==> src/rtl/gpio_agent_pkg.sv <==
// Shared constants and types for the GPIO input capture block.
package gpio_agent_pkg;

    localparam int GPIO_WIDTH = 8;

    typedef enum logic {
        EDGE_FALL = 1'b0,
        EDGE_RISE = 1'b1
    } edge_t;

    typedef enum logic {
        IDLE = 1'b0,
        ACK  = 1'b1
    } rd_state_t;

    // Pick the strobe event a bit is sensitive to.
    function automatic logic edge_hit(edge_t sel, logic rise, logic fall);
        return (sel == EDGE_RISE) ? rise : fall;
    endfunction

endpackage

==> src/rtl/gpio_sync.sv <==
// Multi-stage flop synchronizer. The input lands directly on the first
// flop with no logic in front of it. STAGES must be 2 or more.
module gpio_sync #(
    parameter int WIDTH  = 1,
    parameter int STAGES = 2
) (
    input  logic             clk,
    input  logic             rst_n,
    input  logic [WIDTH-1:0] d,
    output logic [WIDTH-1:0] q
);

    logic [WIDTH-1:0] stage [STAGES];

    // Shift the asynchronous input through the synchronizer chain.
    always_ff @(posedge clk or negedge rst_n) begin
        if (!rst_n) begin
            for (int i = 0; i < STAGES; i++) begin
                stage[i] <= '0;
            end
        end else begin
            stage[0] <= d;
            for (int i = 1; i < STAGES; i++) begin
                stage[i] <= stage[i-1];
            end
        end
    end

    assign q = stage[STAGES-1];

endmodule

==> src/rtl/gpio_in_capture.sv <==
// GPIO input capture: synchronizes the pins and an external strobe,
// captures each bit either every cycle or on a selected strobe edge,
// flags changes as pending interrupts and serves one-cycle reads.
//
// Read FSM
//   state | meaning
//   IDLE  | waiting for rd_req; on a request latch capture into rd_data
//   ACK   | rd_ack high for this one cycle, then back to IDLE
module gpio_in_capture
    import gpio_agent_pkg::*;
#(
    parameter int WIDTH       = GPIO_WIDTH,
    parameter int SYNC_STAGES = 2
) (
    input  logic             clk,
    input  logic             rst_n,
    input  logic [WIDTH-1:0] gpio,
    input  logic             ext_clk,
    input  logic [WIDTH-1:0] use_ext_clk,
    input  logic [WIDTH-1:0] ext_clk_edge,
    input  logic [WIDTH-1:0] irq_mask,
    input  logic [WIDTH-1:0] irq_clr,
    input  logic             rd_req,
    output logic             rd_ack,
    output logic [WIDTH-1:0] rd_data,
    output logic             irq,
    output logic [WIDTH-1:0] pending
);

    logic [WIDTH-1:0] gpio_s;
    logic             ext_s;
    logic             ext_prev;
    logic             ext_rise;
    logic             ext_fall;
    logic [WIDTH-1:0] load_en;
    logic [WIDTH-1:0] capture;
    logic [WIDTH-1:0] capture_next;
    logic [WIDTH-1:0] capture_d;
    logic [WIDTH-1:0] cap_changed;
    rd_state_t        state;
    rd_state_t        state_next;
    logic             rd_ack_c;
    logic             latch_rd;

    gpio_sync #(
        .WIDTH  (WIDTH),
        .STAGES (SYNC_STAGES)
    ) u_sync_gpio (
        .clk   (clk),
        .rst_n (rst_n),
        .d     (gpio),
        .q     (gpio_s)
    );

    gpio_sync #(
        .WIDTH  (1),
        .STAGES (SYNC_STAGES)
    ) u_sync_ext (
        .clk   (clk),
        .rst_n (rst_n),
        .d     (ext_clk),
        .q     (ext_s)
    );

    // ext_prev resets to 0, so a strobe already high at reset release
    // is seen as one rising edge once it clears the synchronizer.
    assign ext_rise = ext_s & ~ext_prev;
    assign ext_fall = ~ext_s & ext_prev;

    // Per-bit load enable: free-running bits load every cycle, strobed
    // bits only on their selected edge. Config is used as presented.
    always_comb begin
        load_en = '0;
        for (int i = 0; i < WIDTH; i++) begin
            load_en[i] = ~use_ext_clk[i]
                       | edge_hit(edge_t'(ext_clk_edge[i]), ext_rise, ext_fall);
        end
    end

    // Next capture value: synchronized pin where enabled, hold elsewhere.
    always_comb begin
        capture_next = (gpio_s & load_en) | (capture & ~load_en);
    end

    // Strobe history, capture register and its one-cycle-old copy.
    always_ff @(posedge clk or negedge rst_n) begin
        if (!rst_n) begin
            ext_prev  <= 1'b0;
            capture   <= '0;
            capture_d <= '0;
        end else begin
            ext_prev  <= ext_s;
            capture   <= capture_next;
            capture_d <= capture;
        end
    end

    assign cap_changed = capture ^ capture_d;

    // Pending flags: a masked change sets, irq_clr clears, set wins.
    // Dropping the mask leaves an already pending flag in place.
    always_ff @(posedge clk or negedge rst_n) begin
        if (!rst_n) begin
            pending <= '0;
            irq     <= 1'b0;
        end else begin
            pending <= (pending & ~irq_clr) | (cap_changed & irq_mask);
            irq     <= |pending;
        end
    end

    // Read FSM state register.
    always_ff @(posedge clk or negedge rst_n) begin
        if (!rst_n) begin
            state <= IDLE;
        end else begin
            state <= state_next;
        end
    end

    // Read FSM next state and outputs; requests during ACK are dropped.
    always_comb begin
        state_next = state;
        rd_ack_c   = 1'b0;
        latch_rd   = 1'b0;
        case (state)
            IDLE: begin
                if (rd_req) begin
                    state_next = ACK;
                    latch_rd   = 1'b1;
                end
            end
            ACK: begin
                rd_ack_c   = 1'b1;
                state_next = IDLE;
            end
            default: state_next = IDLE;
        endcase
    end

    assign rd_ack = rd_ack_c;

    // Read data holds the sampled capture only during the ACK cycle.
    always_ff @(posedge clk or negedge rst_n) begin
        if (!rst_n) begin
            rd_data <= '0;
        end else begin
            rd_data <= latch_rd ? capture : '0;
        end
    end

endmodule
==> config.mk <==
export PLATFORM = sky130hd
export DESIGN_NAME = gpio_in_capture
export DESIGN_NICKNAME = d
export VERILOG_FILES = /design/src/rtl/gpio_agent_pkg.sv /design/src/rtl/gpio_sync.sv /design/src/rtl/gpio_in_capture.sv
export SDC_FILE = /design/constraint.sdc
export NUM_CORES = 1
export LEC_CHECK = 0
export CAP_MARGIN = 20
export CORE_MARGIN = 1.5
export CORE_UTILIZATION = 50
export CTS_CLUSTER_DIAMETER = 200
export CTS_CLUSTER_SIZE = 20
export DETAILED_ROUTE_END_ITERATION = 10
export GPL_TIMING_DRIVEN = 1
export PLACE_DENSITY = 0.86
export SLEW_MARGIN = 40
export SYNTH_ARGS = -nofsm -noshare
export SYNTH_HDL_FRONTEND = slang
export SYNTH_SLANG_ARGS = --single-unit
==> constraint.sdc <==
create_clock -name clk -period 2 [get_ports clk]
set_input_delay 0.6 -clock clk [delete_from_list [all_inputs] [get_ports clk]]
set_output_delay 0.6 -clock clk [all_outputs]
set_load 0.005 [all_outputs]
# [Word level (Yosys, flattened, before mapping)]
# Index checks and enable logic that the tools add are counted.
[word_totals] elab_cells=55 output_inout_bits=18 inputBits=44 reg_bits=53
[op_classes] muxes=13 n_bitwise=30 n_reduce_logical=1
[op_table] op="8-bit bitwise AND" n=4
[op_table] op="8-bit NOT" n=2
[op_table] op="8-bit bitwise OR" n=2
[op_table] op="1-bit 2-to-1 mux" n=11
[op_table] op="1-bit NOT" n=11
[op_table] op="8-bit 2-to-1 mux" n=1
[op_table] op="1-bit bitwise OR" n=8
[op_table] op="8-bit OR reduction" n=1
[op_table] op="8-bit XOR" n=1
[op_table] op="1-bit bitwise AND" n=2
[op_table] op="1-bit case mux with 2 select lines" n=1

# [Longest topological paths before layout]
[logic_depth] ltp_word=7 depth_mapped=4 depth_no_buf=3

# [Modules after synthesis]
# From an unflattened synthesis, not the netlist that was laid out.
[unflattened] hier_cells=183 hier_area_um2=2159.6
[by_module_without_submodules] module="gpio_in_capture" instances=1 cells_each=157 area_each_um2=1649.1 seq_area_each_um2=875.8
[by_module_without_submodules] module="gpio_sync (u_sync_gpio)" instances=1 cells_each=24 area_each_um2=460.4 seq_area_each_um2=400.4
[by_module_without_submodules] module="gpio_sync (u_sync_ext)" instances=1 cells_each=2 area_each_um2=50.0 seq_area_each_um2=50.0

# [Least setup slack after synthesis]
# No wires, ideal clock.
[synth_timing] path_type="input port to flip-flop" from="in ext_clk_edge[2]" to="reg (tool-made name)" setup_time_ps=131 cell_stages=3 slack_ps=733 path_buffers=0 t_arrival_ps=1136 t_required_ps=1869 path_cell_list="and2_2 > o32ai_1 > nor3_2"
[synth_rtl] element="start: declaration" line="gpio_in_capture.sv:20" source="input logic [WIDTH-1:0] ext_clk_edge,"

# [Worst setup path after layout]
[layout_timing] from="reg pending[6]" to="out pending[6]"
[layout_rtl] element="start: declaration" line="gpio_in_capture.sv:27" source="output logic [WIDTH-1:0] pending"
[layout_rtl] element="start signal: assignment" line="gpio_in_capture.sv:107" source="pending <= (pending & ~irq_clr) | (cap_changed & irq_mask);"
# No word-level cell between the ends.

==> impl_metrics.yaml <==
status:
  run_status: "complete, no violations"
timing:
  peak_freq_mhz: 559
  drv_slew: 0
  final.setup.worst_slack_ns: 0.212
  remaining_max_slew_budget_at_the_tightest_pin_pct: 62.4
  rsz_0062_raised_after_global_routing: "false"
  setup_total_negative_slack_ns: 0
  fin_skew_ns: 0.00204
  pin_slew_with_the_least_headroom_to_its_limit_ns: 0.563
  final_critical_delay_including_setup_and_external_delays_ns: 1.79
  timing.final.setup_violations: 0
  hold_viol: 0
  timing.final.crit_share_pct: 89.4
drt:
  drt_drc_violations_left: 0
  post_drt_via_cell_ratio: 5.15
  detail_route.first_pass.iterations: 4
  routed_wirelength_mm: 3.79
  detailedRoute.firstIterationViolations: 34
  routed-via-count: 1505
  route.detailed.wl_per_inst_um: 13.0
  route.antenna.remaining_nets: 0
placed_design:
  io_buffers: 61
  placedInstanceArea_sq_mm: 0.00277
  setup_ws_pre_cts_ns: 0.220
  placed_cells: 284
  place_congestion: 0.832
  detailed_place_hpwl_mm: 2.84
global_route:
  grt_pass1_wl_mm: 6.18
  globalRouteOverflowTotal: 0
  track_usage_pct: 18.3
  antenna_found_initial: 0
  pin_count_of_the_biggest_net_entering_global_routing: 30
  number_of_global_route_vias_before_repair: 1467
worst_setup_path:
  required_ns: 1.40
  worst-setup-path-type: "flip-flop to output pin"
  critical_path_peak_fanout: 3
  timing.critical_path.arrival_ns: 1.19
  critical_path.startpoint_type: "flip-flop"
  crit_slowest_cell: "clkdlybuf4s50_1"
  critPathBufInv: 1
  critPathCaptureType: "output pin"
  timing.critical_path.max_delay_family: "buffers and inverters"
  cell_by_cell_listing_of_the_critical_path: "clkdlybuf4s50_1"
  delay_contributed_by_the_slowest_stage_of_the_critical_path_ns: 0.51
yosys:
  post_synth.cell_area_avg_sq_um: 12.0
  yosys_warning_total: 0
  yosys_most_used_dff: "dfrtp_1"
  synth_xor_xnor_area_share_pct: 3.34
  ys_seq_area_share_pct: 63.2
  synth.area.top_cells: "dfrtp_1, nor4b_1, xor2_1, nand2_1, o32ai_1"
  yosys-mux-area-fraction_pct: 0
  fraction_of_the_mapped_netlist_area_in_simple_logic_gates_pct: 19.8
  ys_async_sr_fraction_pct: 100
  post_synth_fa_ha_maj_area_fraction_pct: 0
  post_synth_num_cell_types: 26
  synth_top_cell_area_share_pct: 63.2
  synth_compound_gate_area_share_pct: 10.4
  dominant_combinational_cell_family_by_area_after_synthesis: "simple AND/OR/NAND/NOR gates"
  synth_cells: 175
  ys_seq_elements: 53
  post_synthesis_instance_area_sq_mm: 0.00210
  synth_nets: 219
  synth_largest_area_cell: "dfrtp_1"
  synth_enable_flop_cells: 0
floorplan:
  effective_utilization_at_floorplan_pct: 52.1
  horiz_die_dim_um: 67.8
  placeableCoreArea_sq_mm: 0.00403
  die_area_sq_mm: 0.00460
  placement_rows: 23
  floorplan.io_pins: 62
  die-height_um: 67.8
finish:
  finish.utilization_pct: 71.5
  drive_gt1_share_pct: 11.2
  layoutNonFillerInstCount: 292
  design_area_sq_mm: 0.00288
  layout_commonest_cell: "clkdlybuf4s50_1"
  antenna-diode-count: 0
  flow.area_growth_from_synthesis_pct: 37.2
  layout_common_cells: "clkdlybuf4s50_1, dfrtp_1, nand2_1"
  finalNetCount: 285
clocking:
  postCtsHoldBufs: 0
  cts_buffers: 5
  cts_setup_buffers: 0
  cts_htree_levels: 2
  clock-root-buffer: "clkbuf_8"
  ctsResizeCount: 0
  tritoncts_clock_tree: "done"
  clock_latency_on_the_worst_skew_pair_ns: 0.29
  cts-root-to-sink-buffers: 2
  clk_pin_slew_ns: 0.08
  cts.sinks: 53
power_and_ir_drop:
  power.density_cell_area_mw_per_mm2: 823
  power.switching_fraction_pct: 22.4
  vdd.ir_drop.worst_mv: 0.570
  power.switching_mw: 0.531
  power_report.internal_total_mw: 1.84
  clockPowerShare_pct: 30.2
  sequential_share_of_power_pct: 53.1
  power_leakage_nw: 1.27
  power.combinational.fraction_pct: 16.7
flow_run:
  timing.max_cap.violations: 0
min_path:
  hold_path_class: "input port to async pin"
==> area by class of cell <==
type / instances / area [sq um]
Multi-Input combinational cell: 109 / 706
Timing Repair Buffer: 64 / 641
Sequential cell: 53 / 1330
Fill cell: 286 / 1150
Inverter: 8 / 30.0
Tap cell: 50 / 62.6
Clock buffer: 7 / 86.3
Clock inverter: 1 / 30.0
==> Yosys cell counts (2+ instances only) <==
cell type	instances
dfrtp_1	53
xor2_1	8
nand2b_1	7
o21ai_0	8
nor2_1	8
a21o_1	7
nor3_2	5
nor4_1	2
nand2_1	17
o32ai_1	7
nor3_1	3
nor4b_1	8
a21oi_1	8
and2_1	8
inv_1	8
and2_2	7
buf_4	2
==> worst paths after layout <==
path                                       start               end  slack [ns]  cells after the start
setup / recovery                      pending[6]        pending[6]        0.21                      1
hold / removal                             rst_n      u_sync_ext.q        0.29                      1
setup reg to reg                        ext_prev         flip-flop        0.58                      4
hold reg to reg            u_sync_gpio.stage[13]  u_sync_gpio.q[5]        0.35                      0
max in group asynchronous                  rst_n      capture_d[6]        1.17                      2
min in group clk           u_sync_gpio.stage[13]  u_sync_gpio.q[5]        0.35                      0
==> metrics by stage <==
step	hold WS (ns)	power [mW]
global placement	0.333	1.67
CTS	0.302	2.40
floorplan	0.304	1.43
global route	0.321	2.50
finish	0.290	2.37
detailed placement	0.335	1.68
==> power groups by stage <==
stage	Combinational, mW	Clock (mW)	Sequential (mW)
2_1_floorplan	0.160	0	1.27
3_3_place_gp	0.389	0	1.28
3_5_place_dp	0.400	0	1.28
4_1_cts	0.402	0.739	1.26
5_1_grt	0.448	0.776	1.27
6_report	0.396	0.716	1.26
==> logic make-up (layout without fill, tap and decap cells) <==
group | Yosys count | after routing
buffers and inverters | 13 | 80
AND/OR/NAND/NOR | 69 | 69
flip-flops | 53 | 53
XOR/XNOR | 8 | 8
AO/OA/AOI/OAI | 32 | 32
==> per-layer routing <==
metal,vias to the layer above,share of wire [%],track usage [%]
met3,8,7.6,4.33
met5,-,0,0
li1,732,-,-
met2,54,47,31.4
met4,0,2.3,8.50
met1,711,43,21.8
Note: power is estimated with default switching activity, not from simulation.
